### src/rtl/fetch_stage_if.sv
// Fetch-stage bus: redirect input, instruction-memory request/response, and
// the instruction-queue enqueue port.
interface fetch_stage_if #(
  parameter int unsigned XLEN = 32
);
  logic                redirect_valid;
  logic [XLEN-1:0]     redirect_pc;
  logic [XLEN-1:0]     imem_addr;
  logic [3:0]          imem_rmask;
  logic [XLEN-1:0]     imem_rdata;
  logic                imem_resp;
  logic                iq_full;
  logic                iq_enqueue;
  logic [2*XLEN-1:0]   iq_din;

  modport master (
    input  redirect_valid, redirect_pc, imem_rdata, imem_resp, iq_full,
    output imem_addr, imem_rmask, iq_enqueue, iq_din
  );

  modport slave (
    output redirect_valid, redirect_pc, imem_rdata, imem_resp, iq_full,
    input  imem_addr, imem_rmask, iq_enqueue, iq_din
  );
endinterface

### src/rtl/fetch_stage.sv
// Front-end fetch: one outstanding imem read at a time, pairs each returned
// word with its PC and pushes it into the instruction queue.
module fetch_stage #(
  parameter int unsigned            XLEN     = 32,
  parameter logic [XLEN-1:0]        RESET_PC = XLEN'(32'h1eceb000)
) (
  input  logic          clk,
  input  logic          rst_n,
  fetch_stage_if.master bus
);

  localparam int unsigned PW = 2 * XLEN;

  typedef enum logic [1:0] {
    S_REQ  = 2'd0,
    S_WAIT = 2'd1,
    S_HOLD = 2'd2
  } state_t;

  state_t            state_q;
  logic [XLEN-1:0]   pc_q;
  logic              discard_q;
  logic [PW-1:0]     hold_q;

  logic [XLEN-1:0]   redir_pc;
  logic [XLEN-1:0]   pc_inc;
  logic              req_c;
  logic              enq_resp_c;
  logic              enq_hold_c;

  assign redir_pc = bus.redirect_pc & ~XLEN'(3);
  assign pc_inc   = pc_q + XLEN'(4);

  // State, PC, discard flag and hold register
  always_ff @(posedge clk or negedge rst_n) begin
    if (!rst_n) begin
      state_q   <= S_REQ;
      pc_q      <= RESET_PC;
      discard_q <= 1'b0;
      hold_q    <= '0;
    end else begin
      case (state_q)
        S_REQ: begin
          if (bus.redirect_valid) pc_q    <= redir_pc;
          else                    state_q <= S_WAIT;
        end
        S_WAIT: begin
          if (bus.redirect_valid) begin
            pc_q <= redir_pc;
            if (bus.imem_resp) begin
              state_q   <= S_REQ;
              discard_q <= 1'b0;
            end else begin
              discard_q <= 1'b1;
            end
          end else if (bus.imem_resp) begin
            if (discard_q) begin
              discard_q <= 1'b0;
              state_q   <= S_REQ;
            end else if (!bus.iq_full) begin
              pc_q    <= pc_inc;
              state_q <= S_REQ;
            end else begin
              hold_q  <= {pc_q, bus.imem_rdata};
              state_q <= S_HOLD;
            end
          end
        end
        S_HOLD: begin
          if (bus.redirect_valid) begin
            pc_q    <= redir_pc;
            state_q <= S_REQ;
          end else if (!bus.iq_full) begin
            pc_q    <= pc_inc;
            state_q <= S_REQ;
          end
        end
        default: state_q <= S_REQ;
      endcase
    end
  end

  // Request and enqueue strobes; redirect suppresses both, reset forces idle
  always_comb begin
    req_c      = 1'b0;
    enq_resp_c = 1'b0;
    enq_hold_c = 1'b0;
    if (rst_n && !bus.redirect_valid) begin
      case (state_q)
        S_REQ:   req_c      = 1'b1;
        S_WAIT:  enq_resp_c = bus.imem_resp && !discard_q && !bus.iq_full;
        S_HOLD:  enq_hold_c = !bus.iq_full;
        default: req_c      = 1'b0;
      endcase
    end
  end

  assign bus.imem_rmask = req_c ? 4'hf : 4'h0;
  assign bus.imem_addr  = req_c ? pc_q : '0;
  assign bus.iq_enqueue = enq_resp_c | enq_hold_c;
  assign bus.iq_din     = enq_hold_c ? hold_q :
                          enq_resp_c ? {pc_q, bus.imem_rdata} : '0;

endmodule

### src/flat_wrapper.sv
// flat-port wrapper written by rule: the top's interface ports become plain ports
module fetch_stage_flat 
#(
  parameter int unsigned            XLEN     = 32,
  parameter logic [XLEN-1:0]        RESET_PC = XLEN'(32'h1eceb000)
)
  (clk, rst_n, bus_redirect_valid, bus_redirect_pc, bus_imem_rdata, bus_imem_resp, bus_iq_full, bus_imem_addr, bus_imem_rmask, bus_iq_enqueue, bus_iq_din);
  fetch_stage_if #(.XLEN(XLEN)) bus_i ();
  input  logic clk;
  input  logic rst_n;
  input wire logic [$bits(bus_i.redirect_valid)-1:0] bus_redirect_valid;
  input wire logic [$bits(bus_i.redirect_pc)-1:0] bus_redirect_pc;
  input wire logic [$bits(bus_i.imem_rdata)-1:0] bus_imem_rdata;
  input wire logic [$bits(bus_i.imem_resp)-1:0] bus_imem_resp;
  input wire logic [$bits(bus_i.iq_full)-1:0] bus_iq_full;
  output wire logic [$bits(bus_i.imem_addr)-1:0] bus_imem_addr;
  output wire logic [$bits(bus_i.imem_rmask)-1:0] bus_imem_rmask;
  output wire logic [$bits(bus_i.iq_enqueue)-1:0] bus_iq_enqueue;
  output wire logic [$bits(bus_i.iq_din)-1:0] bus_iq_din;
  assign bus_i.redirect_valid = bus_redirect_valid;
  assign bus_i.redirect_pc = bus_redirect_pc;
  assign bus_i.imem_rdata = bus_imem_rdata;
  assign bus_i.imem_resp = bus_imem_resp;
  assign bus_i.iq_full = bus_iq_full;
  assign bus_imem_addr = bus_i.imem_addr;
  assign bus_imem_rmask = bus_i.imem_rmask;
  assign bus_iq_enqueue = bus_i.iq_enqueue;
  assign bus_iq_din = bus_i.iq_din;
  fetch_stage #(.XLEN(XLEN), .RESET_PC(RESET_PC)) u_core (.clk(clk), .rst_n(rst_n), .bus(bus_i));
endmodule
### config.mk
export PLATFORM = sky130hd
export DESIGN_NAME = fetch_stage_flat
export DESIGN_NICKNAME = d
export VERILOG_FILES = /design/src/rtl/fetch_stage_if.sv /design/src/rtl/fetch_stage.sv /design/src/flat_wrapper.sv
export SDC_FILE = /design/constraint.sdc
export NUM_CORES = 1
export LEC_CHECK = 0
export ABC_CLOCK_PERIOD_IN_PS = 2000
export BUFFER_PORTS_ARGS = -buffer_cell sky130_fd_sc_hd__buf_2
export CORE_ASPECT_RATIO = 2
export CORE_UTILIZATION = 35
export DETAILED_ROUTE_END_ITERATION = 6
export PLACE_DENSITY_LB_ADDON = 0.2
export SYNTH_ARGS = -nofsm -noshare
export SYNTH_HDL_FRONTEND = slang
export SYNTH_SLANG_ARGS = --single-unit
### constraint.sdc
create_clock -name clk -period 2 [get_ports clk]
set_clock_uncertainty 0.2 [all_clocks]
set_input_delay 0.2 -clock clk [delete_from_list [all_inputs] [get_ports clk]]
set_output_delay 0.2 -clock clk [all_outputs]
set_load 0.01 [all_outputs]
==> results of run 1 <==
critical path: stages (launching register included):
cell     delay (ns)
dfrtp_1        0.39
buf_4          0.14
buf_4          0.15
ha_4           0.18
nor2_4         0.13
buf_12         0.13
buf_8          0.12
buf_16         0.12
a22o_1         0.15
buf_2          0.14
worst paths after layout:
path | from | endpoint | slack [ns] | depth (start not counted)
min in group asynchronous | rst_n | u_core.discard_q$_DFFE_PN0P_ | 0.51 | 3
worst max-delay path | u_core.state_q[1]$_DFFE_PN0P_ | bus_iq_din[44] | -0.39 | 9
worst max register to register | u_core.state_q[1]$_DFFE_PN0P_ | u_core.hold_q[14]$_DFFE_PN0P_ | -0.36 | 10
worst min register to register | u_core.hold_q[41]$_DFFE_PN0P_ | u_core.hold_q[41]$_DFFE_PN0P_ | 0.30 | 2
max in group asynchronous | rst_n | u_core.hold_q[18]$_DFFE_PN0P_ | 0.05 | 4
worst min-delay path | bus_redirect_pc[11] | u_core.pc_q[11]$_DFFE_PN0P_ | 0.01 | 3
cells by family after synthesis:
logic type | after synthesis | synth area share (%)
AO/OA/AOI/OAI | 156 | 21.11
adder cells (fa/ha/maj) | 6 | 1.378
buffers and inverters | 58 | 5.559
flip-flops | 95 | 43.92
multiplexers | 66 | 13.58
other | 1 | 0.06885
AND/OR/NAND/NOR | 132 | 14.38
flip-flops by register name (all words and copies together), names as in the netlist:
name,flops
u_core.hold_q,62
u_core.state_q,2
u_core.discard_q,1
u_core.pc_q,30
layer usage:
layer | track usage, % | up-vias | part of all wire [%]
met4 | 14.45 | 0 | 5.3
met5 | 0 | - | 0
li1 | - | 2534 | -
met3 | 3.282 | 50 | 3.8
met1 | 26.06 | 2746 | 37
met2 | 45.23 | 197 | 53
layout make-up:
cell class	instances	area share (%)
Clock buffer	13	2.979
Clock inverter	3	0.4414
Inverter	5	0.2345
Multi-Input combinational cell	365	33.49
Sequential cell	95	26.37
Tap cell	198	2.731
Timing Repair Buffer	347	33.75
placed cells by master (no fill, tap or decap), types with 5 or more instances in the layout:
cell / netlist / routed
a21oi_1: 33 / 28
a21oi_2: 0 / 5
a22o_1: 62 / 62
a31oi_1: 6 / 6
and2_1: 30 / 11
and2_4: 0 / 21
and3_1: 7 / 6
and4_1: 5 / 5
buf_12: 0 / 15
buf_16: 0 / 13
buf_2: 11 / 144
buf_4: 9 / 78
buf_6: 5 / 37
buf_8: 0 / 7
clkbuf_16: 0 / 12
dfrtp_1: 83 / 83
dfstp_2: 12 / 12
dlygate4sd3_1: 0 / 50
mux2_2: 63 / 61
nand2_1: 21 / 18
nand3_1: 12 / 9
nor2_1: 22 / 21
nor3_1: 6 / 5
o21ai_0: 16 / 12
o22a_1: 8 / 8
o22ai_1: 5 / 5
what timing repair did:
item	CTS	global route
pin swaps	20	24
resized for setup	83	45
endpoints found under the setup margin	188	229
hold buffers	50	0
setup buffers	25	11
hold endpoints to repair	98	0
cloned	15	3
metrics by stage:
stage | total power (W) | hold WS [ns] | util, % | area, um^2 | instances
finish | 0.01108 | 0.01330 | 59.62 | 9071 | 1026
floorplan | 0.006027 | -0.2956 | - | 5497 | 517
CTS | 0.01070 | 0.004403 | 57.55 | 8756 | 1014
global route | 0.01169 | 0.01566 | 59.62 | 9071 | 1026
detailed placement | 0.007832 | 0.2545 | 46.13 | 7018 | 908
global placement | 0.007634 | 0.2478 | 46.13 | 7018 | 908
report_power, final:
| part | internal (W) | switching, W |
|---|---|---|
| registers | 0.00297 | 0.000664 |
| clock network | 0.00107 | 0.000736 |
| logic | 0.00311 | 0.00253 |
==> impl_metrics.ini, run 1 <==
[status]
status = finished, violations left
violations = setup timing

[global_route]
grt_pass1_wl_um = 29840
overflow = 0
grt_max_degree = 58
antenna_found_initial = 0
grt_pass1_vias = 5542
grt_usage_pct = 24.37

[yosys]
yosys.area.top_type = dfrtp_1
synthTopCellsByArea = dfrtp_1 (38%), mux2_2 (13%), a22o_1 (10%)
synth.cell_area_um2 = 5446
yosysWarnings = 0
avgSynthCellArea_um2 = 10.60
synth_commonest_cells = dfrtp_1 (83), mux2_2 (63), a22o_1 (62)
async_flop_share_pct = 100.0
synth_cells = 514
synth_ff_type = dfrtp_1
yosys_register_bits = 95
ys_seq_area_share_pct = 43.92
ys_types = 60
synth_enable_flop_cells = 0
synth.top_cell.area_share_pct = 38.13
synth.most_common_cell = dfrtp_1

[cells_and_area]
area_delta_synth_final_pct = 66.55
ff_latch_area_um2 = 2392
layout-drive-gt1-share_pct = 54.35
multi_input_area_um2 = 3038
final_nets = 898
antenna_cells = 0
num-fill-cells = 1305

[routing]
routed_wl_um = 20140
drtAntennaViolNets = 0
drt_iter0_drc = 264
routed_via_density = 5.387
routedWlPerCell_um = 19.63
drc_errors = 0
drtPass1Iterations = 5
vias = 5527

[clocking]
clock_sinks = 95
htreeDepth = 3
clock_latency_ns = 0.35
path_clk_slew_ns = 0.07
root_buffer = clkbuf_16
cts_tree = built
clock_path_buffers = 2
numCtsBuffers = 9

[timing]
setup_tns_ns = -57.06
fin_crit_ns = 2.391
tightestPinTransition_ns = 0.7620
fin_ws_ns = -0.3912
maxSlewViolCount = 0
grt_setup_unrepaired = true
clock.fmax_mhz = 418.2
timing.slew.headroom_pct = 49.20
fin_crit_sh_pct = 119.6
setup_viol = 190
hold_viol_final = 0

[die]
core_um2 = 15210
fp.dieH_um = 178.4
num_rows = 64
die_area_um2 = 16090
dieWidth_um = 90.21
initial_core_util_pct = 35.80
io-pin-count = 170

[placement]
dp_slack_ns = -0.1581
dp_hpwl_um = 11960
io_buffers = 163
place.gp.congestion = 0.8258

[setup_path]
critPathArrivalTime_ns = 1.99
crit_fanout = 8
worstSetupStartpointType = flop
end_kind = primary output
required_ns = 1.60
path_class = flop to primary output

[power_and_ir_drop]
power.density_nw_per_um2 = 1221
peakVddDrop_mv = 0.7962
p_leak_nw = 4.309

[worst_hold_path]
hold_path_class = input pin to flop

[run]
maxCapViolations = 0
No activity file was read; power rests on OpenSTA's default activity.
==> inputs of run 2 (changes only) <==
--- a/config.mk
+++ b/config.mk
@@ -8,7 +8,7 @@
 export ABC_CLOCK_PERIOD_IN_PS = 2000
 export BUFFER_PORTS_ARGS = -buffer_cell sky130_fd_sc_hd__buf_2
 export CORE_ASPECT_RATIO = 2
-export CORE_UTILIZATION = 35
+export CORE_UTILIZATION = 47
 export DETAILED_ROUTE_END_ITERATION = 6
 export PLACE_DENSITY_LB_ADDON = 0.2
 export SYNTH_ARGS = -nofsm -noshare
==> constraint.sdc (replaced) <==
create_clock -name clk -period 2 [get_ports clk]
set_clock_uncertainty 0.2 [all_clocks]
set_input_delay 0.3 -clock clk [delete_from_list [all_inputs] [get_ports clk]]
set_output_delay 0.3 -clock clk [all_outputs]
set_load 0.01 [all_outputs]
==> impl_metrics.ini, run 2 (synthesized netlist as in run 1, its figures left out) <==
[status]
status = finished, violations left
violations = setup timing

[timing]
setup_viol = 189
fin_crit_ns = 2.411
maxSlewViolCount = 0
hold-worst-slack_ns = 0.002538
hold_viol_final = 0
timing.slew.headroom_pct = 64.40
clock.fmax_mhz = 414.8
fin_ws_ns = -0.4109
grt_setup_unrepaired = true
fin_crit_sh_pct = 120.5
tightestPinTransition_ns = 0.5340
setup_tns_ns = -62.13

[global_route]
grt_usage_pct = 29.21
overflow = 0
grt_pass1_wl_um = 27000
antenna_found_initial = 0
grt_pass1_vias = 5319
grt_max_degree = 96

[power_and_ir_drop]
p_sw_share_pct = 37.04
sequentialPowerShare_pct = 32.9
p_comb_share_pct = 50.8
p_leak_nw = 4.050
clkPwrFrac_pct = 16.4
p_sw_w = 0.004122
p_int_w = 0.007005
power.density_nw_per_um2 = 1323
peakVddDrop_mv = 0.9982

[clocking]
clock_path_buffers = 2
path_clk_slew_ns = 0.07
clock_latency_ns = 0.35
clock_sinks = 95
root_buffer = clkbuf_16
numCtsBuffers = 9
cts_tree = built
htreeDepth = 3

[cells_and_area]
fin_area_um2 = 8409
reg_top3 = u_core.hold_q (62), u_core.pc_q (30), u_core.state_q (2)
largest_register_ffs = 62
final_nets = 846
num-fill-cells = 795
area_delta_synth_final_pct = 54.40
ff_latch_area_um2 = 2392
layout_common_cells = buf_2 (157), dfrtp_1 (83), buf_4 (78)
antenna_cells = 0
layout-drive-gt1-share_pct = 57.86
multi_input_area_um2 = 3153
final_common_cell = buf_2
stdcell_count = 918
top_register = u_core.hold_q

[setup_path]
crit_fanout = 5
required_ns = 1.50
r2r_end = u_core.hold_q[62]$_DFFE_PN0P_
r2r-start = u_core.state_q[0]$_DFFE_PN0P_
reg2reg_slack_ns = -0.40
path_class = flop to primary output
worstSetupStartpointType = flop
critPathArrivalTime_ns = 1.91
end_kind = primary output
r2r_cells = 10

[routing]
routed_via_density = 5.836
drtAntennaViolNets = 0
drtPass1Iterations = 5
drc_errors = 0
routedWlPerCell_um = 20.63
routed_wl_um = 18940
drt_iter0_drc = 281
vias = 5357

[die]
core_um2 = 11290
dieWidth_um = 78.12
fp.dieH_um = 154.2
num_rows = 55
io-pin-count = 170
die_area_um2 = 12050
initial_core_util_pct = 48.26

[placement]
dp_slack_ns = -0.1858
dp_hpwl_um = 10910
io_buffers = 163
placedCellCount = 850
place_area_um2 = 6953
place.gp.congestion = 0.8610

[worst_hold_path]
hold_path_class = input pin to flop
holdPathStages = 2
hp-start = bus_imem_rdata[3]
hold_path_end = u_core.hold_q[3]$_DFFE_PN0P_

[run]
maxCapViolations = 0
==> run 2: cell count changes in the layout (fill, tap and decap cells not counted), moves of 4 or more <==
cell,change
dlygate4sd3_1,-42
a21oi_1,-17
and2_4,-17
and2_1,+16
buf_6,-14
buf_2,+13
a21oi_2,+11
a21oi_4,+6
buf_16,-6
o21ai_0,-6
o21ai_2,+5
buf_8,-4
mux2_2,-4
mux2_4,+4
==> run 2: stage by stage <==
| stage | power [W] | utilization, % |
|---|---|---|
| after floorplan | 0.006030 | - |
| after global placement | 0.007538 | 61.61 |
| after detailed placement | 0.007767 | 61.61 |
| after CTS | 0.01022 | 70.55 |
| after global routing | 0.01166 | 74.51 |
| final | 0.01113 | 74.51 |
==> run 2: routing by layer <==
| layer | track usage [%] | vias up | share of wire, % |
|---|---|---|---|
| met1 | 32.02 | 2676 | 36 |
| met4 | 12.26 | 0 | 4.1 |
| met5 | 0 | - | 0 |
| met3 | 3.953 | 42 | 4.4 |
| li1 | - | 2431 | - |
| met2 | 54.89 | 208 | 55 |
==> run 2: worst max-delay path by stage <==
stage,startpoint,end,slack [ns],depth (start not counted)
floorplan,bus_redirect_valid,bus_iq_din[10],0.002,6
global placement,u_core.state_q[1]$_DFFE_PN0P_,u_core.pc_q[20]$_DFFE_PN0P_,-0.1,8
detailed placement,u_core.state_q[1]$_DFFE_PN0P_,u_core.pc_q[20]$_DFFE_PN0P_,-0.19,8
finish,u_core.state_q[0]$_DFFE_PN0P_,bus_iq_din[61],-0.41,8
CTS,u_core.state_q[1]$_DFFE_PN0P_,bus_iq_din[47],-0.40,8
global route,u_core.state_q[1]$_DFFE_PN0P_,bus_iq_din[61],-0.48,8
==> run 2: power groups by stage <==
stage / clock network (W) / registers, W / logic [W]
4_1_cts: 0.00184 / 0.00360 / 0.00478
2_1_floorplan: 0 / 0.00354 / 0.00249
3_3_place_gp: 0 / 0.00354 / 0.00399
6_report: 0.00182 / 0.00366 / 0.00565
5_1_grt: 0.00192 / 0.00376 / 0.00598
3_5_place_dp: 0 / 0.00362 / 0.00415
==> run 2: final cells by class <==
cell class | count | share of cell area (%)
clock buffer | 11 | 3.005
multi-input combinational | 365 | 37.49
clock inverter | 5 | 0.7588
timing repair buffer | 295 | 27.93
sequential | 95 | 28.45
inverter | 5 | 0.2529
tap | 142 | 2.113
==> run 2: worst max-delay path, cell delays in order, from the launching register on <==
cell	delay [ns]
dfrtp_1	0.39
buf_6	0.12
ha_4	0.14
nand4b_1	0.16
nor2_4	0.16
buf_8	0.17
clkbuf_16	0.17
a22o_1	0.12
buf_2	0.12
==> run 2: repair_timing <==
item	CTS	global route
cloned	11	6
hold buffers	8	0
resized for setup	60	75
pin swaps	16	19
buffers inserted	15	16
endpoints found under the hold margin	90	0
setup endpoints to repair	188	189
